## config.mk

```make
export PLATFORM = sky130hd
export DESIGN_NAME = multicycle_controller_flat
export DESIGN_NICKNAME = d
export VERILOG_FILES = /design/src/rtl/multicycle_controller_if.sv /design/src/rtl/multicycle_controller.sv /design/src/flat_wrapper.sv
export SDC_FILE = /design/constraint.sdc
export NUM_CORES = 1
export LEC_CHECK = 0
export CAP_MARGIN = 10
export CORE_AREA = 4 4 87 69
export DETAILED_ROUTE_END_ITERATION = 8
export DIE_AREA = 0 0 91 73
export HOLD_SLACK_MARGIN = 0.02
export PLACE_DENSITY_LB_ADDON = 0.25
export SLEW_MARGIN = 0
export SYNTH_ARGS = -nofsm -noshare
export SYNTH_HDL_FRONTEND = slang
export SYNTH_SLANG_ARGS = --single-unit
```

## constraint.sdc

```tcl
create_clock -name clk -period 3.5 [get_ports clk]
set_input_delay 0.7 -clock clk [delete_from_list [all_inputs] [get_ports clk]]
set_output_delay 0.7 -clock clk [all_outputs]
set_load 0.02 [all_outputs]
```

## src/rtl/multicycle_controller_if.sv

```systemverilog
// Control/handshake bundle between the multicycle controller (master) and the
// datapath plus instruction/data memories (slave).
interface multicycle_controller_if #(
  parameter int RET_W = 32
);
  logic [6:0]       Opcode;
  logic             instr_valid;
  logic             mem_ready;
  logic             instr_req;
  logic             IRWrite;
  logic             PCWrite;
  logic             ALUSrc;
  logic             MemtoReg;
  logic             RegWrite;
  logic             MemRead;
  logic             MemWrite;
  logic             Branch;
  logic [1:0]       ALUOp;
  logic [1:0]       RWseal;
  logic             illegal;
  logic             mem_timeout;
  logic [RET_W-1:0] retired;

  modport master (
    input  Opcode, instr_valid, mem_ready,
    output instr_req, IRWrite, PCWrite, ALUSrc, MemtoReg, RegWrite,
           MemRead, MemWrite, Branch, ALUOp, RWseal, illegal, mem_timeout,
           retired
  );

  modport slave (
    output Opcode, instr_valid, mem_ready,
    input  instr_req, IRWrite, PCWrite, ALUSrc, MemtoReg, RegWrite,
           MemRead, MemWrite, Branch, ALUOp, RWseal, illegal, mem_timeout,
           retired
  );
endinterface

```

## src/rtl/multicycle_controller.sv

```systemverilog
// Multicycle RV32-style control FSM: FETCH/DECODE/EXEC/MEM/WB with a bounded
// memory wait. Optional HALT instruction (opcode 0001011) under `HALT_INSTR_EN.
module multicycle_controller #(
  parameter int MEM_TIMEOUT = 16,
  parameter int RET_W       = 32
) (
  input  logic                   clk,
  input  logic                   reset,
  multicycle_controller_if.master bus,
  output logic [2:0]             dbg_state
);

  // Handshakes: an instruction is taken in the cycle instr_req && instr_valid
  // are both high (Opcode sampled then); a data access holds MemRead/MemWrite
  // until the cycle mem_ready is high, which completes it.

  localparam logic [2:0] S_FETCH  = 3'd0;
  localparam logic [2:0] S_DECODE = 3'd1;
  localparam logic [2:0] S_EXEC   = 3'd2;
  localparam logic [2:0] S_MEM    = 3'd3;
  localparam logic [2:0] S_WB     = 3'd4;
`ifdef HALT_INSTR_EN
  localparam logic [2:0] S_HALT   = 3'd5;
  localparam logic [6:0] OP_HALT  = 7'b0001011;
`endif

  localparam logic [6:0] OP_R    = 7'b0110011;
  localparam logic [6:0] OP_I    = 7'b0010011;
  localparam logic [6:0] OP_LOAD = 7'b0000011;
  localparam logic [6:0] OP_S    = 7'b0100011;
  localparam logic [6:0] OP_B    = 7'b1100011;
  localparam logic [6:0] OP_JAL  = 7'b1101111;
  localparam logic [6:0] OP_JALR = 7'b1100111;
  localparam logic [6:0] OP_LUI  = 7'b0110111;

  localparam logic [7:0] WAIT_LAST = 8'(MEM_TIMEOUT - 1);

  logic [2:0]       state, state_nxt;
  logic [6:0]       op_q;
  logic [7:0]       wait_cnt;
  logic [RET_W-1:0] ret_cnt;
  logic             retire;

  logic is_r, is_i, is_load, is_s, is_b, is_jal, is_jalr, is_lui, is_halt, is_legal;

  assign is_r    = (op_q == OP_R);
  assign is_i    = (op_q == OP_I);
  assign is_load = (op_q == OP_LOAD);
  assign is_s    = (op_q == OP_S);
  assign is_b    = (op_q == OP_B);
  assign is_jal  = (op_q == OP_JAL);
  assign is_jalr = (op_q == OP_JALR);
  assign is_lui  = (op_q == OP_LUI);
`ifdef HALT_INSTR_EN
  assign is_halt = (op_q == OP_HALT);
`else
  assign is_halt = 1'b0;
`endif
  assign is_legal = is_r | is_i | is_load | is_s | is_b | is_jal | is_jalr | is_lui | is_halt;

  always_comb begin
    state_nxt       = state;
    retire          = 1'b0;
    bus.instr_req   = 1'b0;
    bus.IRWrite     = 1'b0;
    bus.PCWrite     = 1'b0;
    bus.ALUSrc      = 1'b0;
    bus.MemtoReg    = 1'b0;
    bus.RegWrite    = 1'b0;
    bus.MemRead     = 1'b0;
    bus.MemWrite    = 1'b0;
    bus.Branch      = 1'b0;
    bus.ALUOp       = 2'b00;
    bus.RWseal      = 2'b00;
    bus.illegal     = 1'b0;
    bus.mem_timeout = 1'b0;
    case (state)
      S_FETCH: begin
        bus.instr_req = 1'b1;
        if (bus.instr_valid) begin
          bus.IRWrite = 1'b1;
          state_nxt   = S_DECODE;
        end
      end
      S_DECODE: begin
        if (!is_legal) begin
          bus.illegal = 1'b1;
          state_nxt   = S_FETCH;
`ifdef HALT_INSTR_EN
        end else if (is_halt) begin
          retire    = 1'b1;
          state_nxt = S_HALT;
`endif
        end else begin
          state_nxt = S_EXEC;
        end
      end
      S_EXEC: begin
        bus.ALUOp  = is_b ? 2'b01 : ((is_r | is_i) ? 2'b10 : 2'b00);
        bus.ALUSrc = is_i | is_load | is_s | is_jalr;
        if (is_b) begin
          bus.Branch  = 1'b1;
          bus.PCWrite = 1'b1;
          retire      = 1'b1;
          state_nxt   = S_FETCH;
        end else if (is_load | is_s) begin
          state_nxt = S_MEM;
        end else begin
          state_nxt = S_WB;
        end
      end
      S_MEM: begin
        bus.MemRead  = is_load;
        bus.MemWrite = is_s;
        // A ready on the final allowed cycle still completes the access.
        if (bus.mem_ready) begin
          if (is_load) begin
            state_nxt = S_WB;
          end else begin
            bus.PCWrite = 1'b1;
            retire      = 1'b1;
            state_nxt   = S_FETCH;
          end
        end else if (wait_cnt == WAIT_LAST) begin
          bus.mem_timeout = 1'b1;
          state_nxt       = S_FETCH;
        end
      end
      S_WB: begin
        bus.RegWrite = 1'b1;
        bus.PCWrite  = 1'b1;
        bus.MemtoReg = is_load;
        bus.Branch   = is_jal;
        bus.RWseal   = (is_jal | is_jalr) ? 2'b01 : (is_lui ? 2'b10 : 2'b00);
        retire       = 1'b1;
        state_nxt    = S_FETCH;
      end
`ifdef HALT_INSTR_EN
      S_HALT: state_nxt = S_HALT;
`endif
      default: state_nxt = S_FETCH;
    endcase

    // While reset is held the outputs look like an idle FETCH.
    if (reset) begin
      retire          = 1'b0;
      bus.instr_req   = 1'b1;
      bus.IRWrite     = 1'b0;
      bus.PCWrite     = 1'b0;
      bus.ALUSrc      = 1'b0;
      bus.MemtoReg    = 1'b0;
      bus.RegWrite    = 1'b0;
      bus.MemRead     = 1'b0;
      bus.MemWrite    = 1'b0;
      bus.Branch      = 1'b0;
      bus.ALUOp       = 2'b00;
      bus.RWseal      = 2'b00;
      bus.illegal     = 1'b0;
      bus.mem_timeout = 1'b0;
    end
  end

  always_ff @(posedge clk) begin
    if (reset) begin
      state    <= S_FETCH;
      op_q     <= 7'd0;
      wait_cnt <= 8'd0;
      ret_cnt  <= '0;
    end else begin
      state <= state_nxt;
      if (state == S_FETCH && bus.instr_valid) op_q <= bus.Opcode;
      // Counter only runs inside MEM, so it is zero on every MEM entry.
      if (state == S_MEM) wait_cnt <= wait_cnt + 8'd1;
      else                wait_cnt <= 8'd0;
      if (retire) ret_cnt <= ret_cnt + 1'b1;
    end
  end

  assign bus.retired = ret_cnt;
  assign dbg_state   = state;

endmodule

```

## src/flat_wrapper.sv

```systemverilog
// flat-port wrapper written by rule: the top's interface ports become plain ports
module multicycle_controller_flat 
#(
  parameter int MEM_TIMEOUT = 16,
  parameter int RET_W       = 32
)
  (clk, reset, dbg_state, bus_Opcode, bus_instr_valid, bus_mem_ready, bus_instr_req, bus_IRWrite, bus_PCWrite, bus_ALUSrc, bus_MemtoReg, bus_RegWrite, bus_MemRead, bus_MemWrite, bus_Branch, bus_ALUOp, bus_RWseal, bus_illegal, bus_mem_timeout, bus_retired);
  multicycle_controller_if #(.RET_W(RET_W)) bus_i ();
  input  logic clk;
  input  logic reset;
  output logic [2:0] dbg_state;
  input wire logic [$bits(bus_i.Opcode)-1:0] bus_Opcode;
  input wire logic [$bits(bus_i.instr_valid)-1:0] bus_instr_valid;
  input wire logic [$bits(bus_i.mem_ready)-1:0] bus_mem_ready;
  output wire logic [$bits(bus_i.instr_req)-1:0] bus_instr_req;
  output wire logic [$bits(bus_i.IRWrite)-1:0] bus_IRWrite;
  output wire logic [$bits(bus_i.PCWrite)-1:0] bus_PCWrite;
  output wire logic [$bits(bus_i.ALUSrc)-1:0] bus_ALUSrc;
  output wire logic [$bits(bus_i.MemtoReg)-1:0] bus_MemtoReg;
  output wire logic [$bits(bus_i.RegWrite)-1:0] bus_RegWrite;
  output wire logic [$bits(bus_i.MemRead)-1:0] bus_MemRead;
  output wire logic [$bits(bus_i.MemWrite)-1:0] bus_MemWrite;
  output wire logic [$bits(bus_i.Branch)-1:0] bus_Branch;
  output wire logic [$bits(bus_i.ALUOp)-1:0] bus_ALUOp;
  output wire logic [$bits(bus_i.RWseal)-1:0] bus_RWseal;
  output wire logic [$bits(bus_i.illegal)-1:0] bus_illegal;
  output wire logic [$bits(bus_i.mem_timeout)-1:0] bus_mem_timeout;
  output wire logic [$bits(bus_i.retired)-1:0] bus_retired;
  assign bus_i.Opcode = bus_Opcode;
  assign bus_i.instr_valid = bus_instr_valid;
  assign bus_i.mem_ready = bus_mem_ready;
  assign bus_instr_req = bus_i.instr_req;
  assign bus_IRWrite = bus_i.IRWrite;
  assign bus_PCWrite = bus_i.PCWrite;
  assign bus_ALUSrc = bus_i.ALUSrc;
  assign bus_MemtoReg = bus_i.MemtoReg;
  assign bus_RegWrite = bus_i.RegWrite;
  assign bus_MemRead = bus_i.MemRead;
  assign bus_MemWrite = bus_i.MemWrite;
  assign bus_Branch = bus_i.Branch;
  assign bus_ALUOp = bus_i.ALUOp;
  assign bus_RWseal = bus_i.RWseal;
  assign bus_illegal = bus_i.illegal;
  assign bus_mem_timeout = bus_i.mem_timeout;
  assign bus_retired = bus_i.retired;
  multicycle_controller #(.MEM_TIMEOUT(MEM_TIMEOUT), .RET_W(RET_W)) u_core (.clk(clk), .reset(reset), .bus(bus_i), .dbg_state(dbg_state));
endmodule
```

==> reports/metrics.cfg, run 1 <==
[outcome]
run_status = complete, no violations

[sta]
clock_skew_ns = 0.0117
period_needed_ns = 3.17
finalCritPeriodShare_pct = 90.5
fmax_ghz = 0.316
slew_viol_final = 0
fin_ws_ns = 0.331
setup_viol = 0
max_slew.worst_pin.slew_ns = 0.676
fin_tns_setup_ns = 0
relSlewSlack_pct = 54.4
hold_viol = 0
rsz0062_at_grt = false

[min_path]
hold_start = u_core.wait_cnt[0]$_SDFF_PP0_
hp-class = reg2reg

[critical_path]
critPathLaunch = u_core.dbg_state[1]$_SDFFE_PP0P_
required_ns = 2.80
path_cells = or3b_1 > o41a_1 > a21oi_1 > clkdlybuf4s50_1
slowest_delay_ns = 0.65
cp_max_fo = 10
r2r_end = u_core.bus.retired[12]$_SDFFE_PP0P_
endpoint = bus_PCWrite
slowest_stage = clkdlybuf4s50_1
path_class = reg2out
reg2regPathDepth = 6
r2r-start = u_core.dbg_state[1]$_SDFFE_PP0P_
critPathLaunchType = register
worstPathArrival_ns = 2.47
end_kind = primary output
ff2ff_setup_slack_ns = 0.88

[synth]
synth_fa_ha_area_share_pct = 0.982
synthXorXnorAreaFrac_pct = 9.28
synth_cell_type_count = 46
async_flop_share_pct = 0
synth_edf_count = 0
ys.flop_type = dfxtp_1
synth_compound_area_share_pct = 16.0
avgSynthCellArea_sq_um = 8.16
synth_mux_area_share_pct = 0.835
yosysSeqAreaShare_pct = 39.3
synth_top_family_by_area = simple AND/OR/NAND/NOR gates
yosys.area_share.simple_pct = 29.5
syn_inst = 312
syn-num-nets = 325
yosysWarningCount = 0
netlist_area_sq_mm = 0.00255
ys_seq_elements = 50

[layout]
drive_above_1_share_pct = 5.19
syn_to_final_growth_pct = 28.7
nets = 379
n_antenna_cell = 0
final_cell_mix = clkdlybuf4s50_1 (59), dfxtp_1 (50), nor2_1 (43)
fin_cells = 428
final_common_cell = clkdlybuf4s50_1

[route]
routed-wl-met2_um = 2780
vias_per_cell = 5.71
wirelength_um = 6160
drtPass1Iterations = 4
topRoutingLayerUsed = met4
drt-met1-wl_um = 2980
route.met3.wl_um = 331
wl_per_cell_um = 14.4
ant_nets = 0
vias = 2444
drt_iter0_drc = 115
drc = 0

[placed_design]
hpwl_um = 4420
io_buffer_count = 60
dp_cells = 421
place.gp.congestion = 0.827
post-place-ws_ns = 0.408

[clock_tree]
cts.sinks = 50
cts_post_setup_buffers_inserted = 0
cts_resized = 0
root_buffer = clkbuf_8
insertion_delay_ns = 0.30
cts_max_level = 2
cts_tree = done
hold_buffers = 0
cts.path.max_buffers = 2
cts_made_buffers = 5
path_clk_slew_ns = 0.09

[flow_run]
cap_violations = 0

[global_routing]
grt_usage_pct = 18.9
antenna_found_initial = 0
grt_overflow = 0
grt_start_max_net_pins = 25
grt_pass1_wl_um = 10300
grt_pass1_vias = 2212

[power]
powerDensity_mw_per_mm2 = 321
power.leakage_uw = 0.00103
ir_drop_uv = 191

[die]
core_area_sq_mm = 0.00518
pin_count = 61
initial_core_util_pct = 49.2
die_w_um = 91
row_count = 23
fp.dieH_um = 73
floorplan.die_area_sq_mm = 0.00664

## worst min-delay path by stage
stage	endpoint	slack, ns	depth (start not counted)
4_1_cts	u_core.wait_cnt[0]$_SDFF_PP0_	0.45	1
3_5_place_dp	u_core.wait_cnt[0]$_SDFF_PP0_	0.43	1
2_1_floorplan	u_core.wait_cnt[0]$_SDFF_PP0_	0.41	1
3_3_place_gp	u_core.wait_cnt[0]$_SDFF_PP0_	0.43	1
5_1_grt	u_core.wait_cnt[0]$_SDFF_PP0_	0.48	1
6_report	u_core.wait_cnt[0]$_SDFF_PP0_	0.44	1
## metrics by stage
stage          utilization [%]  total power, uW  instance area [sq um]  hold slack, ns
2_1_floorplan                -              627                   2550           0.413
3_3_place_gp              61.1              650                   3170           0.425
3_5_place_dp              61.1              651                   3170           0.434
4_1_cts                   63.3             1060                   3280           0.451
5_1_grt                   63.3             1090                   3280           0.476
6_report                  63.3             1050                   3280           0.445
## registers in the layout (all words and copies together), names as in the netlist
name,count
u_core.bus.retired,32
u_core.wait_cnt,8
u_core.op_q,7
u_core.dbg_state,3
## area by class of cell
type	count	area, sq um
Sequential cell	50	1000
Timing Repair Buffer	64	626
Multi-Input combinational cell	239	1440
Inverter	6	22.5
Tap cell	62	77.6
Clock buffer	6	82.6
Fill cell	470	1900
Clock inverter	1	30.0
## critical path, delay by kind of cell (launching register included)
family | cells | cell delay (ns)
buffers and inverters | 1 | 0.65
AO/OA/AOI/OAI | 2 | 0.56
flip-flops | 1 | 0.48
AND/OR/NAND/NOR | 1 | 0.48
## synthesized netlist by cell type, types with 3 or more instances
cell type,count,area [sq um]
nor3_1,6,30.0
nor4_1,5,31.3
nor2_1,43,161
xor2_1,6,52.6
or3_1,4,25.0
nand4_1,6,37.5
a21oi_1,19,95.1
a2111oi_0,7,61.3
or4_1,10,75.1
o31ai_1,8,60.1
dfxtp_1,50,1000
nand2_1,31,116
inv_1,6,22.5
nand3_1,13,65.1
clkbuf_1,13,48.8
nor2b_1,3,18.8
o21ai_0,5,25.0
a211oi_1,9,67.6
nand2b_1,3,18.8
or2_2,4,25.0
and3_1,6,37.5
xnor2_1,21,184
## logic make-up (layout without fill, tap and decap cells)
kind of cell | after synthesis | in the layout
AND/OR/NAND/NOR | 147 | 147
AO/OA/AOI/OAI | 61 | 61
flip-flops | 50 | 50
XOR/XNOR | 27 | 27
buffers and inverters | 23 | 77
adder cells (fa/ha/maj) | 2 | 2
multiplexers | 2 | 2
## layer usage
layer,track usage [%],vias to the layer above
met5,0,-
met4,5.52,0
met3,4.12,7
met2,29.6,59
met1,26.4,1149
li1,-,1229
## power by group
group | switching, uW | leakage [uW] | internal, uW
logic | 29.8 | 0.000567 | 25.1
registers | 8.93 | 0.000404 | 574
clock network | 185 | 0.0000573 | 229
Power figures use the tool's default switching activity.
==> inputs of run 2 (changes only) <==
==> constraint.sdc (replaced) <==
create_clock -name clk -period 3.5 [get_ports clk]
set_input_delay 0.35 -clock clk [delete_from_list [all_inputs] [get_ports clk]]
set_output_delay 0.35 -clock clk [all_outputs]
set_load 0.05 [all_outputs]
==> run 2 against run 1 <==
  * Routed wire length is 0.29% higher
  * Register-to-register slack worse by 0.07 ns
  * Sequential power hardly changed
  * Critical path type unchanged
  * Final cell count is 0.47% lower
==> reports/metrics.cfg, run 2 (synthesized netlist as in run 1, its figures left out) <==
[route]
drc = 0  ; unchanged
vias = 2422  ; -0.90%
drt_iter0_drc = 133  ; +16%
wirelength_um = 6180  ; +0.29%
ant_nets = 0  ; unchanged
vias_per_cell = 5.69  ; -0.43%
drtPass1Iterations = 4  ; unchanged
wl_per_cell_um = 14.5  ; +0.76%

[critical_path]
critPathLaunchType = register
r2r-start = u_core.dbg_state[1]$_SDFFE_PP0P_
path_class = reg2out
end_kind = primary output
r2r_end = u_core.bus.retired[12]$_SDFFE_PP0P_
required_ns = 3.15  ; +0.35 ns
cp_max_fo = 19  ; +9
slowest_delay_ns = 0.93  ; +0.28 ns
path_delay_family = compound AO/OA/AOI/OAI gates
path_cells = or4bb_1 > o21ai_1 > a21oi_1 > buf_4
ff2ff_setup_slack_ns = 0.81  ; -0.07 ns
worstPathArrival_ns = 2.61  ; +0.14 ns
reg2regPathDepth = 5  ; -1
slowest_stage = o21ai_1
path_buf_inv = 1  ; unchanged

[layout]
nets = 377  ; -0.53%
fillers = 465  ; -1.1%
syn_to_final_growth_pct = 30.8
final_common_cell = dfxtp_1
multi_input_area_sq_mm = 0.00145  ; +0.52%
n_antenna_cell = 0  ; unchanged
largest_reg_flops = 32  ; unchanged
layout.area.seq_sq_mm = 0.00100  ; unchanged
final_cell_mix = dfxtp_1 (50), clkdlybuf4s50_1 (47), nor2_1 (42)
drive_above_1_share_pct = 8.52  ; +3.3 points

[global_routing]
grt_pass1_wl_um = 10800  ; +4.5%
grt_pass1_vias = 2313  ; +4.6%
grt_usage_pct = 19.6  ; +0.69 points
grt_overflow = 0  ; unchanged
antenna_found_initial = 0  ; unchanged
grt_start_max_net_pins = 29  ; +16%

[clock_tree]
hold_buffers = 0  ; unchanged
cts_made_buffers = 5  ; unchanged
insertion_delay_ns = 0.30  ; about the same
cts.path.max_buffers = 2  ; unchanged
cts_max_level = 2  ; unchanged
cts_tree = done
root_buffer = clkbuf_8
cts.sinks = 50  ; unchanged
path_clk_slew_ns = 0.09  ; about the same
cts_resized = 0  ; unchanged
cts_post_setup_buffers_inserted = 0  ; unchanged

[die]
row_count = 23  ; unchanged
core_area_sq_mm = 0.00518  ; unchanged
pin_count = 61  ; unchanged
fp.dieH_um = 73  ; unchanged
floorplan.die_area_sq_mm = 0.00664  ; unchanged
initial_core_util_pct = 49.2  ; unchanged
die_w_um = 91  ; unchanged

[sta]
slew_viol_final = 0  ; unchanged
hold-worst-slack_ns = 0.448  ; +0.00295 ns
clock_skew_ns = 0.00942  ; -0.00223 ns
period_needed_ns = 2.96  ; -0.204 ns
relSlewSlack_pct = 20.8  ; -34 points
fin_tns_setup_ns = 0  ; unchanged
fmax_ghz = 0.337  ; +6.9%
finalCritPeriodShare_pct = 84.7  ; -5.8 points
hold_viol = 0  ; unchanged
rsz0062_at_grt = false
max_slew.worst_pin.slew_ns = 1.18  ; +0.504 ns
setup_viol = 0  ; unchanged

[power]
power.leakage_uw = 0.00106  ; +3.4%
ir_drop_uv = 196  ; +2.3%
powerDensity_mw_per_mm2 = 318  ; -0.96%

[placed_design]
hpwl_um = 4550  ; +2.8%
place.gp.congestion = 0.841  ; +1.6%
io_buffer_count = 60  ; unchanged

[min_path]
hp-class = reg2reg
whs_path_depth = 1  ; unchanged
hold_start = u_core.wait_cnt[0]$_SDFF_PP0_
min_to = u_core.wait_cnt[0]$_SDFF_PP0_

[flow_run]
cap_violations = 0  ; unchanged

[outcome]
run_status = complete, no violations

run 2: cell count changes in the layout (fill, tap and decap cells not counted), sizes merged:
| cell | before | now |
|---|---|---|
| buf | 5 | 15 |
| clkdlybuf4s50 | 59 | 47 |
run 2: how the worst max path moves through the flow:
stage | startpoint | endpoint | slack, ns | depth (start not counted)
5_1_grt | u_core.op_q[4]$_SDFFE_PP0P_ | bus_PCWrite | 0.35 | 4
2_1_floorplan | u_core.dbg_state[2]$_SDFFE_PP0P_ | bus_Branch | 0.06 | 5
4_1_cts | u_core.op_q[4]$_SDFFE_PP0P_ | bus_PCWrite | 0.53 | 4
3_3_place_gp | bus_mem_ready | u_core.bus.retired[12]$_SDFFE_PP0P_ | 0.87 | 6
3_5_place_dp | bus_mem_ready | u_core.bus.retired[12]$_SDFFE_PP0P_ | 0.79 | 6
6_report | u_core.op_q[4]$_SDFFE_PP0P_ | bus_PCWrite | 0.54 | 4
run 2: routing by layer:
metal	track usage, %	routed length, um
met3	4.54	421
met1	27.3	3080
met2	30.3	2590
met5	0	0
met4	6.19	87
run 2: layout make-up:
type | count | share of cell area (%)
sequential | 50 | 30.0
inverter | 6 | 0.676
clock buffer | 6 | 2.48
timing repair buffer | 62 | 20.1
clock inverter | 1 | 0.901
multi-input combinational | 239 | 43.4
tap | 62 | 2.33
run 2: stage by stage:
step           utilization [%]  setup slack (ns)  total power (uW)  instance area, sq um  std cells
4_1_cts                   64.3             0.534              1070                  3330        426
6_report                  64.3             0.536              1060                  3330        426
2_1_floorplan                -            0.0570               633                  2550        312
3_5_place_dp              62.1             0.792               657                  3220        419
3_3_place_gp              62.1             0.874               655                  3220        419
5_1_grt                   64.3             0.355              1100                  3330        426
run 2: worst reg2reg max path, delay by kind of cell, from the launching register on:
| family | cells | cell delay (ns) |
|---|---|---|
| compound gates | 3 | 1.14 |
| flops | 1 | 0.48 |
| simple gates | 2 | 1.01 |
run 2: power by group:
part           switching, uW  internal (uW)
combinational           35.6           25.3
clock                    185            229
sequential              9.14            574
